$ cat src/rtl/if_pkg.sv
// if_pkg: shared types and constants for the instruction-fetch stage.
//   if_state_t       : fetch FSM states (FETCH, DROP, HOLD)
//   PC_STEP          : default sequential PC increment
//   DEFAULT_RESET_PC : default PC after reset
//   ALIGN_MASK       : clears the byte-offset bits of a word address
package if_pkg;

    typedef enum logic [1:0] {
        FETCH = 2'd0,
        DROP  = 2'd1,
        HOLD  = 2'd2
    } if_state_t;

    localparam logic [31:0] PC_STEP          = 32'd4;
    localparam logic [31:0] DEFAULT_RESET_PC = 32'h0000_0000;
    localparam logic [31:0] ALIGN_MASK       = 32'hFFFF_FFFC;

endpackage

$ cat src/rtl/if_hold_buf.sv
// if_hold_buf: one-entry {pc, instr} parking register used while the
// pipeline is stalled and a fetched word must not be lost.
//   clk, rst_n        : clock, asynchronous active-low reset
//   load              : capture pc_in/instr_in and mark the entry valid
//   clear             : empty the entry (takes priority over load)
//   pc_in, instr_in   : word to park
//   valid, pc, instr  : current contents
import if_pkg::*;

module if_hold_buf (
    input  logic        clk,
    input  logic        rst_n,
    input  logic        load,
    input  logic        clear,
    input  logic [31:0] pc_in,
    input  logic [31:0] instr_in,
    output logic        valid,
    output logic [31:0] pc,
    output logic [31:0] instr
);

    always_ff @(posedge clk or negedge rst_n) begin
        if (!rst_n) begin
            valid <= 1'b0;
            pc    <= '0;
            instr <= '0;
        end else if (clear) begin
            valid <= 1'b0;
            pc    <= '0;
            instr <= '0;
        end else if (load) begin
            valid <= 1'b1;
            pc    <= pc_in;
            instr <= instr_in;
        end
    end

endmodule

$ cat src/rtl/if_fetch_unit.sv
// if_fetch_unit: IF stage of the five-stage pipeline. Owns the PC, fetches
// from instruction memory over a req/ready handshake, loads the IF/ID
// register, parks one word during stalls and squashes wrong-path fetches
// on an ID redirect (no delay slot).
//   clk, rst_n            : clock, asynchronous active-low reset
//   jumpif, jumpaddr      : redirect request and target from ID
//   stall                 : freeze IF/ID and PC
//   imem_req, imem_addr   : fetch request and address
//   imem_rdata, imem_ready: instruction word and response strobe
//   if_pc, if_instr       : IF/ID register contents
//   if_valid              : IF/ID holds a real instruction (0 = bubble)
import if_pkg::*;

module if_fetch_unit #(
    parameter logic [31:0] RESET_PC = if_pkg::DEFAULT_RESET_PC,
    parameter logic [31:0] PC_STEP  = if_pkg::PC_STEP
) (
    input  logic        clk,
    input  logic        rst_n,
    input  logic        jumpif,
    input  logic [31:0] jumpaddr,
    input  logic        stall,
    output logic        imem_req,
    output logic [31:0] imem_addr,
    input  logic [31:0] imem_rdata,
    input  logic        imem_ready,
    output logic [31:0] if_pc,
    output logic [31:0] if_instr,
    output logic        if_valid
);

    if_state_t   state, state_d;
    logic [31:0] pc, pc_d;
    logic [31:0] req_addr, req_addr_d;
    logic [31:0] target;
    logic        redirect;
    logic        ifid_load, ifid_bubble;
    logic [31:0] ifid_pc_d, ifid_instr_d;
    logic        hold_load, hold_clear, hold_valid;
    logic [31:0] hold_pc, hold_instr;

    assign target   = jumpaddr & ALIGN_MASK;
    // A redirect raised during a stall is ignored; ID re-issues it later.
    assign redirect = jumpif && !stall;

    // The parked-word flag is set exactly while in HOLD, so it doubles as
    // the "no request" condition; reset forces the request low at once.
    assign imem_req  = rst_n && !hold_valid;
    assign imem_addr = req_addr;

    if_hold_buf u_hold (
        .clk      (clk),
        .rst_n    (rst_n),
        .load     (hold_load),
        .clear    (hold_clear),
        .pc_in    (req_addr),
        .instr_in (imem_rdata),
        .valid    (hold_valid),
        .pc       (hold_pc),
        .instr    (hold_instr)
    );

    always_ff @(posedge clk or negedge rst_n) begin
        if (!rst_n) begin
            state <= FETCH;
        end else begin
            state <= state_d;
        end
    end

    always_comb begin
        state_d      = state;
        pc_d         = pc;
        req_addr_d   = req_addr;
        ifid_load    = 1'b0;
        ifid_bubble  = 1'b0;
        ifid_pc_d    = req_addr;
        ifid_instr_d = imem_rdata;
        hold_load    = 1'b0;
        hold_clear   = 1'b0;

        case (state)
            FETCH: begin
                if (redirect) begin
                    ifid_bubble = 1'b1;
                    pc_d        = target;
                    // An accepted response is simply dropped; otherwise the
                    // address must stay put until the old fetch completes.
                    if (imem_ready) begin
                        req_addr_d = target;
                    end else begin
                        state_d = DROP;
                    end
                end else if (imem_ready && !stall) begin
                    ifid_load  = 1'b1;
                    req_addr_d = req_addr + PC_STEP;
                    pc_d       = req_addr + PC_STEP;
                end else if (imem_ready) begin
                    hold_load = 1'b1;
                    state_d   = HOLD;
                end else if (!stall) begin
                    ifid_bubble = 1'b1;
                end
            end

            DROP: begin
                if (redirect) begin
                    pc_d = target;
                end
                if (imem_ready) begin
                    req_addr_d = redirect ? target : pc;
                    state_d    = FETCH;
                end
                if (!stall) begin
                    ifid_bubble = 1'b1;
                end
            end

            HOLD: begin
                if (redirect) begin
                    hold_clear  = 1'b1;
                    ifid_bubble = 1'b1;
                    req_addr_d  = target;
                    pc_d        = target;
                    state_d     = FETCH;
                end else if (!stall) begin
                    hold_clear   = 1'b1;
                    ifid_load    = 1'b1;
                    ifid_pc_d    = hold_pc;
                    ifid_instr_d = hold_instr;
                    req_addr_d   = hold_pc + PC_STEP;
                    pc_d         = hold_pc + PC_STEP;
                    state_d      = FETCH;
                end
            end

            default: begin
                state_d = FETCH;
            end
        endcase
    end

    always_ff @(posedge clk or negedge rst_n) begin
        if (!rst_n) begin
            pc       <= RESET_PC;
            req_addr <= RESET_PC;
            if_valid <= 1'b0;
            if_pc    <= '0;
            if_instr <= '0;
        end else begin
            pc       <= pc_d;
            req_addr <= req_addr_d;
            if (ifid_load) begin
                if_valid <= 1'b1;
                if_pc    <= ifid_pc_d;
                if_instr <= ifid_instr_d;
            end else if (ifid_bubble) begin
                if_valid <= 1'b0;
            end
        end
    end

endmodule

$ cat config.mk
export PLATFORM = sky130hd
export DESIGN_NAME = if_fetch_unit
export DESIGN_NICKNAME = d
export VERILOG_FILES = /design/src/rtl/if_pkg.sv /design/src/rtl/if_hold_buf.sv /design/src/rtl/if_fetch_unit.sv
export SDC_FILE = /design/constraint.sdc
export NUM_CORES = 1
export LEC_CHECK = 0
export CAP_MARGIN = 20
export CORE_ASPECT_RATIO = 0.6
export CORE_MARGIN = 1
export CORE_UTILIZATION = 54
export DETAILED_ROUTE_END_ITERATION = 8
export PLACE_DENSITY = 0.81
export SYNTH_ARGS = -nofsm -noshare
export SYNTH_HDL_FRONTEND = slang
export SYNTH_SLANG_ARGS = --single-unit
$ cat constraint.sdc
create_clock -name clk -period 2.7 [get_ports clk]
set_clock_uncertainty 0.1 [all_clocks]
set_input_delay 0.675 -clock clk [delete_from_list [all_inputs] [get_ports clk]]
set_output_delay 0.675 -clock clk [all_outputs]
set_load 0.02 [all_outputs]
==> reports/metrics.yaml <==
crit_chain: "inv_1 -> ha_1 -> buf_4 -> clkinv_1 -> nor4b_1 -> o32ai_1 -> o21a_1 -> o21ai_0"
intPower_w: 0.00948
crit_path_max_fanout: 20
cts.sinks: 196
hpwlAfterDp_um: 22600
cts_max_level: 4
dr.first_iter.drc_count: 1345
rsz0062_at_grt: "yes"
p_switching_w: 0.00762
pwr-share-clk_pct: 15.7
synth_fp_nets: 1143
cp_num_buf_inv: 3
synthesis.instances: 1068
clk_pin_slew_ns: 0.09
clock_path_buffers: 2
multi_input_area_um2: 4880
critPathMaxStageDelay_ns: 0.60
totalWireLength_um: 32300
synth_top_area_share_pct: 47.8
setup.worst_path.end_class: "register"
worst_slew_pin_slew_ns: 0.903
die_y_um: 109
slowest_stage: "nor4b_1"
port_buffers: 164
period_needed_ns: 2.69
track_usage_pct: 33.9
drive_gt1_share_pct: 12.1
die_w_um: 180
die-area_um2: 19600
grt_pass1_vias: 8799
yosys.area.top_type: "dfrtp_1"
gp_congestion: 0.992
fin_hold_ws_ns: 0.273
synth_edf_count: 0
status: "finished, violations left"
yosys-top-cells-area: "dfrtp_1, mux2i_1, o21ai_0"
fin_crit_sh_pct: 99.6
path_delay_family: "buffers and inverters"
drv_cap: 0
dr.pass1.iters: 9
grt_pass1_wl_um: 50200
n_fill_cell: 1328
ys_seq_elements: 196
utilization_pct: 72.1
ir_drop_mv: 0.802
critPathLaunchType: "register"
syn-cell-area_um2: 10300
worst_skew_pair.late_latency_ns: 0.46
vias_per_cell: 6.34
synthArstFlopShare_pct: 100
vias: 9522
hold_violations: 0
nets: 1323
finalSetupViolCount: 0
grt_overflow: 0
netSwitchingFraction_pct: 44.6
critical_path_class: "reg2reg"
slew_headroom_pct: 39.8
violations: "design-rule violations"
cp.required_ns: 2.98
syn_area_per_cell_um2: 9.61
netlist_top_cells_count: "dfrtp_1, nand2_1, o21ai_0, mux2i_1, a22o_1"
insertedDiodeCount: 0
power_frac_comb_pct: 51.8
root_buffer: "clkbuf_16"
place_area_um2: 12600
coreArea_um2: 18400
area_growth_pct: 29.0
ys_seq_area_share_pct: 47.8
wire_per_inst_um: 21.5
cts_buffers: 17
synth.most_common_cell: "dfrtp_1"
ys.flop_type: "dfrtp_1"
fmax_mhz: 372
powerDensity_nw_per_um2: 1290
crit_arrival_ns: 2.97
drc: 16
tritoncts: "done"
antenna_found_initial: 0
synth_cell_types: 73
p_seq_share_pct: 32.5
start_util_pct: 55.9
yosysWarnings: 0
fin_area_um2: 13200
seq_area_um2: 4900
io_pins: 167
detail-route-antenna-nets: 0
grt_max_degree: 131
finalMaxSlewViolations: 0
rows: 38
leakage_nw: 5.51
hp-class: "in2async"
through the flow:
step | TNS, ns | power [W] | cells | setup slack (ns)
detailed placement | -1.24 | 0.0142 | 1468 | -0.115
global route | -0.00817 | 0.0180 | 1501 | -0.00657
finish | 0 | 0.0171 | 1501 | 0.0113
global placement | -0.420 | 0.0139 | 1468 | -0.0613
floorplan | 0 | 0.0104 | 1068 | 0.201
CTS | 0 | 0.0169 | 1501 | 0.178
flip-flops by register name, summed over array words and instances, names as in the netlist:
signal        flops
if_instr         32
if_valid          1
pc               32
if_pc            32
imem_addr        32
u_hold.pc        32
u_hold.instr     32
u_hold.valid      1
state             2
layout by cell type, fill, tap and decap left out, types with 5 or more instances in the layout:
cell type / count
dfrtp_1: 196
clkdlybuf4s50_1: 163
nand2_1: 154
o21ai_0: 129
buf_4: 79
mux2i_1: 66
a22o_1: 65
nor2_1: 58
nand3_1: 24
nand4_1: 22
xnor2_1: 20
a21oi_1: 19
nor3_1: 18
a31oi_1: 17
clkbuf_16: 17
xor2_1: 14
mux2_2: 12
a221oi_1: 11
inv_1: 11
buf_12: 11
nor4_1: 8
or3_1: 8
and4_1: 7
clkinv_8: 7
a211oi_1: 6
and3_1: 6
nand2b_1: 6
o221ai_1: 6
o31ai_1: 6
ha_1: 6
o211ai_1: 5
a22oi_1: 5
final cells by class:
type,instances,share of cell area [%]
clock buffers,17,3.21
clock inverters,15,1.58
inverters,13,0.369
multi-input cells,765,36.9
flip-flops and latches,196,37.1
well taps,240,2.27
repair buffers,255,18.7
metal layers:
| metal | vias to the layer above | part of all wire [%] | track usage, % |
|---|---|---|---|
| li1 | 4282 | - | - |
| met1 | 4569 | 44 | 51.3 |
| met2 | 620 | 41 | 46.5 |
| met3 | 51 | 14 | 10.3 |
| met4 | 0 | 1.4 | 8.93 |
| met5 | - | 0 | 0 |
worst register-to-register path: cells and delay by family (launching register included):
family / cells / cell delay, ns
fa+ha+maj: 1 / 0.19
compound gates: 3 / 0.64
flops: 1 / 0.44
buf+inv: 3 / 0.65
simple gates: 1 / 0.60
cells by family (layout without fill, tap and decap cells):
kind of cell / count (synthesis) / count (layout) / synth area share (%)
simple gates: 340 / 340 / 15.8
compound gates: 307 / 307 / 20.1
flops: 196 / 196 / 47.8
buf+inv: 107 / 300 / 4.93
mux: 78 / 78 / 7.76
xor+xnor: 34 / 34 / 2.90
fa+ha+maj: 6 / 6 / 0.732
power groups by stage:
stage | registers, W | clock network [W] | logic [W]
finish | 0.00555 | 0.00268 | 0.00886
global route | 0.00571 | 0.00283 | 0.00944
CTS | 0.00550 | 0.00270 | 0.00869
detailed placement | 0.00554 | 0 | 0.00862
global placement | 0.00547 | 0 | 0.00840
floorplan | 0.00599 | 0 | 0.00442
worst paths after layout:
check | end | start | slack (ns) | cells after the start
min | u_hold.instr[30] | rst_n | 0.27 | 2
max reg2reg | pc[17] | state[0] | 0.01 | 8
min reg2reg | if_pc[31] | if_pc[31] | 0.38 | 2
max | pc[17] | state[0] | 0.01 | 8
max in group asynchronous | pc[25] | rst_n | 1.52 | 2
min in group clk | if_pc[31] | if_pc[31] | 0.38 | 2
timing repair:
| action | CTS | global route |
|---|---|---|
| hold buffers | 1 | 0 |
| endpoints found under the setup margin | 0 | 11 |
| gates resized for setup | 0 | 1 |
| hold endpoints to repair | 1 | 0 |
| setup buffers | 0 | 0 |
(Power assumes the default switching activity.)
